===== config.mk =====
export PLATFORM = sky130hd
export DESIGN_NAME = alu_issue_ctrl
export DESIGN_NICKNAME = d
export VERILOG_FILES = /design/src/rtl/alu_issue_ctrl.sv
export SDC_FILE = /design/constraint.sdc
export NUM_CORES = 1
export LEC_CHECK = 0
export CORE_MARGIN = 10
export CORE_UTILIZATION = 37
export DETAILED_ROUTE_END_ITERATION = 7
export PLACE_DENSITY = 0.78
export SKIP_LAST_GASP = 1
export SLEW_MARGIN = 20
export SYNTH_ARGS = -nofsm -noshare
export SYNTH_HDL_FRONTEND = slang
export SYNTH_SLANG_ARGS = --single-unit

===== constraint.sdc =====
create_clock -name clk -period 1.6 [get_ports clk]
set_input_delay 0.32 -clock clk [delete_from_list [all_inputs] [get_ports clk]]
set_output_delay 0.32 -clock clk [all_outputs]
set_load 0.05 [all_outputs]

===== src/rtl/alu_issue_ctrl.sv =====
// Issue/capture controller for the chained reversible-logic ALU slices: accepts one op,
// drives the slice buses for a fixed settle window, then captures and offers the result.
module alu_issue_ctrl #(
    parameter int WIDTH      = 16,
    parameter int SETTLE_CYC = 3
) (
    input  logic             clk,
    input  logic             rst_n,
    input  logic             in_valid,
    output logic             in_ready,
    input  logic [WIDTH-1:0] in_a,
    input  logic [WIDTH-1:0] in_b,
    input  logic [4:0]       in_sel,
    input  logic             in_cin,
    input  logic             in_fill,
    output logic [WIDTH-1:0] alu_a,
    output logic [WIDTH-1:0] alu_b,
    output logic [4:0]       alu_sel,
    output logic             alu_cin,
    output logic [WIDTH-1:0] alu_amin,
    output logic [WIDTH-1:0] alu_aplus,
    output logic [WIDTH-1:0] alu_cmin,
    output logic [WIDTH-1:0] alu_cplus,
    input  logic [WIDTH-1:0] alu_y,
    input  logic             alu_cout,
    output logic             out_valid,
    input  logic             out_ready,
    output logic [WIDTH-1:0] out_res,
    output logic             out_zero,
    output logic             out_neg,
    output logic             out_carry,
    output logic [15:0]      ops_done
);

    typedef enum logic [1:0] {IDLE, SETTLE, DONE} state_e;

    localparam logic [3:0] CNT_LOAD = 4'(SETTLE_CYC - 1);

    state_e           state_q, state_d;
    logic [3:0]       cnt_q, cnt_d;
    logic [WIDTH-1:0] a_q, a_d, b_q, b_d;
    logic [4:0]       sel_q, sel_d;
    logic             cin_q, cin_d, fill_q, fill_d;
    logic [WIDTH-1:0] res_q, res_d;
    logic             zero_q, zero_d, neg_q, neg_d, carry_q, carry_d;
    logic [15:0]      ops_q, ops_d;

    always_ff @(posedge clk or negedge rst_n) begin
        if (!rst_n) begin
            state_q <= IDLE;
            cnt_q   <= '0;
            a_q     <= '0;
            b_q     <= '0;
            sel_q   <= '0;
            cin_q   <= 1'b0;
            fill_q  <= 1'b0;
            res_q   <= '0;
            zero_q  <= 1'b0;
            neg_q   <= 1'b0;
            carry_q <= 1'b0;
            ops_q   <= '0;
        end else begin
            state_q <= state_d;
            cnt_q   <= cnt_d;
            a_q     <= a_d;
            b_q     <= b_d;
            sel_q   <= sel_d;
            cin_q   <= cin_d;
            fill_q  <= fill_d;
            res_q   <= res_d;
            zero_q  <= zero_d;
            neg_q   <= neg_d;
            carry_q <= carry_d;
            ops_q   <= ops_d;
        end
    end

    always_comb begin
        state_d = state_q;
        cnt_d   = cnt_q;
        a_d     = a_q;
        b_d     = b_q;
        sel_d   = sel_q;
        cin_d   = cin_q;
        fill_d  = fill_q;
        res_d   = res_q;
        zero_d  = zero_q;
        neg_d   = neg_q;
        carry_d = carry_q;
        ops_d   = ops_q;
        case (state_q)
            IDLE: begin
                if (in_valid) begin
                    a_d     = in_a;
                    b_d     = in_b;
                    sel_d   = in_sel;
                    cin_d   = in_cin;
                    fill_d  = in_fill;
                    cnt_d   = CNT_LOAD;
                    state_d = SETTLE;
                end
            end
            SETTLE: begin
                if (cnt_q == 4'd0) begin
                    res_d   = alu_y;
                    zero_d  = (alu_y == '0);
                    neg_d   = alu_y[WIDTH-1];
                    // Only the arithmetic path produces a meaningful carry out.
                    carry_d = (sel_q[4:3] == 2'b01) ? alu_cout : 1'b0;
                    state_d = DONE;
                end else begin
                    cnt_d = cnt_q - 4'd1;
                end
            end
            DONE: begin
                if (out_ready) begin
                    ops_d   = ops_q + 16'd1;
                    state_d = IDLE;
                end
            end
            default: state_d = IDLE;
        endcase
    end

    assign in_ready  = (state_q == IDLE);
    assign out_valid = (state_q == DONE);

    assign alu_a   = a_q;
    assign alu_b   = b_q;
    assign alu_sel = sel_q;
    assign alu_cin = cin_q;

    // Neighbour buses come from registered A only, so they move only on accept edges.
    assign alu_amin  = {a_q[WIDTH-2:0], fill_q};
    assign alu_aplus = {fill_q, a_q[WIDTH-1:1]};
    assign alu_cmin  = {a_q[WIDTH-2:0], a_q[WIDTH-1]};
    assign alu_cplus = {a_q[0], a_q[WIDTH-1:1]};

    assign out_res   = res_q;
    assign out_zero  = zero_q;
    assign out_neg   = neg_q;
    assign out_carry = carry_q;
    assign ops_done  = ops_q;

endmodule

==> PnR_summary.wiki <==
{| class="wikitable"
! Metric !! Value
|-
| Result of the run || complete, no violations
|-
| Kind of path behind the tightest hold check || input pin to async pin
|-
| Leading register cell type out of synthesis || sky130_fd_sc_hd__dfrtp_1
|-
| Clk sink count || 79
|-
| Placement row count || 37
|-
| Final-report hold violation count || 0
|-
| PortBufs || 198
|-
| Vias || around 2,700
|-
| CP Data Required Time || between 1.5 and 2 ns
|-
| Cell at the root of the clock tree || sky130_fd_sc_hd__clkbuf_8
|-
| Crit start category || flop
|-
| Area of the core || 10,400 um2
|-
| Count of routing violations after the opening detailed-route iteration || 89
|-
| Final Core Density || about 67%
|-
| Maximum frequency from static timing analysis || 0.626 GHz
|-
| Antenna viol nets, final || 0
|-
| Fraction of layout cells with a size suffix above 1 || around three fifths
|-
| HPWL after DPL || just under 10,000 um
|-
| Longest Clk Path Bufs || 2
|-
| RD Place Congestion || 0.755
|-
| DRC violation count after routing || 0
|-
| CTS tree || yes
|-
| Worst setup slack after layout || 0.00142 ns
|-
| Final-layout worst hold slack || around 0.45 ns
|-
| Num ports || just under 200
|-
| Gate Count Post-Synth || 283
|-
| Clock slew at the register clock pins of the worst setup and hold paths || roughly 0.080 ns
|-
| Internal reg-to-reg setup slack || between 0.001 and 0.0015 ns
|-
| Die area || 15,300 um2
|-
| Share of the synthesized area in the top cell type || 49.6%
|-
| Cell type with the largest total area after synthesis || sky130_fd_sc_hd__dfrtp_1
|-
| Sequential area share after synthesis || between 40% and 50%
|-
| Pin slew with the least headroom to its limit || 0.508 ns
|-
| Number of max-capacitance violations reported || 0
|-
| Async set or reset register ratio after synthesis || 100%
|-
| Setup Skew || about 0.013 ns
|-
| Worst Path Class, Setup || flop to flop
|-
| Crit Path Max Fanout || 8
|-
| Starting density of the core || 38.2%
|-
| Worst path arrival time || around 1.8 ns
|-
| Wire length of the first global-routing pass || around 18,000 um
|-
| Register bit count reported by yosys || slightly below 80
|-
| Routed len/inst || 20.2 um
|-
| Die boundary height || roughly 120 um
|-
| N_diodes || 0
|-
| Synth top area cells || sky130_fd_sc_hd__dfrtp_1 (50%), sky130_fd_sc_hd__mux2_4 (20%), sky130_fd_sc_hd__buf_4 (12%), sky130_fd_sc_hd__xnor2_1 (2.9%), sky130_fd_sc_hd__buf_12 (1.5%)
|-
| Detailed-route vias per instance || roughly 4.6
|-
| Distinct cell type count of the synthesized netlist || 38
|-
| Final Critical Period || about 1.6 ns
|-
| Clock latency on the worst-skew pair || approximately 0.34 ns
|-
| Setup-violating endpoint count in the final report || 0
|-
| Net count after synthesis || around 350
|-
| Area of the mapped netlist || 3980 um2
|-
| Routed Wire Length || roughly 12,000 um
|-
| Die span in x || around 120 um
|-
| Slew headroom || about two thirds
|-
| Setup TNS Final || 0 ns
|-
| Post-route clock period utilization || about 100%
|-
| Total clock buffers created by CTS || 9
|-
| Mean area per synthesized cell || 14.1 um2
|-
| Number of warning messages in the yosys log || 0
|-
| Max H-tree Level || 3
|-
| Via count of the first global-routing pass || 2,953
|-
| Critical Path Sink Type || flop
|-
| Number of enable flip-flop cells after synthesis || 0
|-
| Number of detailed-route iterations in the first pass || 4
|-
| Setup slack after placement || -0.135 ns
|-
| Total track usage || between 10% and 20%
|-
| Setup repair after global routing missed its margin || true
|-
| Count of filler cells inserted in the layout || just over 700
|-
| Signed area change from the synthesized netlist to the final layout || 75.5%
|-
| Largest net degree at the start of global routing || 36
|-
| Antenna violations before repair || 0
|-
| Net total in the final layout || between 500 and 600
|-
| GR Overflow Total || 0
|-
| Count of pins over their slew limit || 0
|}
-- placed cells by master, fill, tap and decap left out, types with 2 or more instances in the layout --
master / instances
sky130_fd_sc_hd__buf_12: 107
sky130_fd_sc_hd__dfrtp_1: 71
sky130_fd_sc_hd__clkdlybuf4s50_1: 58
sky130_fd_sc_hd__buf_4: 57
sky130_fd_sc_hd__mux2_4: 53
sky130_fd_sc_hd__xnor2_1: 13
sky130_fd_sc_hd__clkbuf_8: 9
sky130_fd_sc_hd__dfrtp_2: 8
sky130_fd_sc_hd__nand2_1: 7
sky130_fd_sc_hd__nand4_1: 5
sky130_fd_sc_hd__nand3_1: 5
sky130_fd_sc_hd__nor2_1: 4
sky130_fd_sc_hd__mux2_2: 4
sky130_fd_sc_hd__nor4_1: 4
sky130_fd_sc_hd__nand3_2: 3
sky130_fd_sc_hd__xor2_1: 3
sky130_fd_sc_hd__inv_2: 2
sky130_fd_sc_hd__and3_1: 2
sky130_fd_sc_hd__a22o_1: 2
sky130_fd_sc_hd__o21ai_0: 2
sky130_fd_sc_hd__ha_1: 2
sky130_fd_sc_hd__bufinv_16: 2
sky130_fd_sc_hd__clkbuf_1: 2
sky130_fd_sc_hd__clkinvlp_4: 2
-- worst paths after layout --
path | to | start | cells past startpoint
setup / recovery | out_res[7]$_DFFE_PN0P_ | cnt_q[1]$_DFFE_PN0P_ | 6
min in group clk | out_zero$_DFFE_PN0P_ | out_zero$_DFFE_PN0P_ | 2
setup reg to reg | out_res[7]$_DFFE_PN0P_ | cnt_q[1]$_DFFE_PN0P_ | 6
hold reg to reg | out_zero$_DFFE_PN0P_ | out_zero$_DFFE_PN0P_ | 2
max in group asynchronous | ops_done[4]$_DFFE_PN0P_ | rst_n | 3
hold / removal | alu_a[10]$_DFFE_PN0P_ | rst_n | 2
-- cell families after synthesis --
kind of cell               share of synthesized area [%]
adders and majority gates                          0.943
buffers and inverters                               15.8
muxes                                               21.1
xor gates and xnor gates                            3.93
AOI/OAI and AO/OA                                   1.38
DFF                                                 49.6
and+or+nand+nor                                     7.16
-- sequential cells by signal, indices dropped and copies added, names as in the netlist --
signal / flops
alu_cin: 1
alu_sel: 5
fill_q: 1
alu_b: 16
cnt_q: 4
out_zero: 1
out_carry: 1
alu_a: 16
ops_done: 16
out_res: 16
state_q: 2
-- synth_stat cells, types with 2 or more instances --
cell	n
sky130_fd_sc_hd__mux2_4	53
sky130_fd_sc_hd__xor2_1	3
sky130_fd_sc_hd__nand2_1	7
sky130_fd_sc_hd__nand3_2	3
sky130_fd_sc_hd__a22o_1	2
sky130_fd_sc_hd__buf_4	65
sky130_fd_sc_hd__ha_1	3
sky130_fd_sc_hd__nor2_1	4
sky130_fd_sc_hd__o21ai_0	2
sky130_fd_sc_hd__buf_6	5
sky130_fd_sc_hd__nand3_1	5
sky130_fd_sc_hd__nor4_1	4
sky130_fd_sc_hd__dfrtp_1	79
sky130_fd_sc_hd__mux2_2	4
sky130_fd_sc_hd__inv_1	2
sky130_fd_sc_hd__and3_1	2
sky130_fd_sc_hd__buf_12	3
sky130_fd_sc_hd__nand4_1	5
sky130_fd_sc_hd__xnor2_1	13
-- per-layer routing --
layer	wire length, um	global-route usage (%)
met1	4490	16.7
met2	6270	26.9
met3	1020	4.98
met4	57	3.49
met5	0	0
-- worst max-delay path: stages, from the launching register on --
cell                        delay [ns]
sky130_fd_sc_hd__dfrtp_1          0.41
sky130_fd_sc_hd__inv_2            0.09
sky130_fd_sc_hd__ha_4             0.13
sky130_fd_sc_hd__nor3b_4          0.26
sky130_fd_sc_hd__nand2_4          0.12
sky130_fd_sc_hd__clkbuf_16        0.18
sky130_fd_sc_hd__mux2_4           0.29
-- per-stage QoR --
step / area (um2) / std cells
after floorplan: 4000 / 283
after global placement: 6690 / 566
after detailed placement: 6690 / 566
after CTS: 6930 / 584
after global routing: 6990 / 586
final: 6990 / 586
-- timing repair --
item | 4_1_cts | 5_1_grt
buffers inserted | 1 | 1
pin swaps | 0 | 1
endpoints found under the setup margin | 18 | 31
endpoints found under the hold margin | 22 | 0
resized for setup | 2 | 9
hold buffers | 1 | 0
gates cloned | 0 | 1
-- layout make-up --
cell class                      count  area (um2)  area share, %
Timing Repair Buffer              225        3200           45.7
Sequential cell                    79        1990           28.4
Multi-Input combinational cell    127        1410           20.1
Tap cell                          136         170           2.43
Clock buffer                       11         131           1.88
Clock inverter                      5        83.8           1.20
Inverter                            3        13.8          0.197
Power is left out: the tool's default activity adds up to more than one toggle a clock period on the data nets, which glitch-free logic cannot reach.
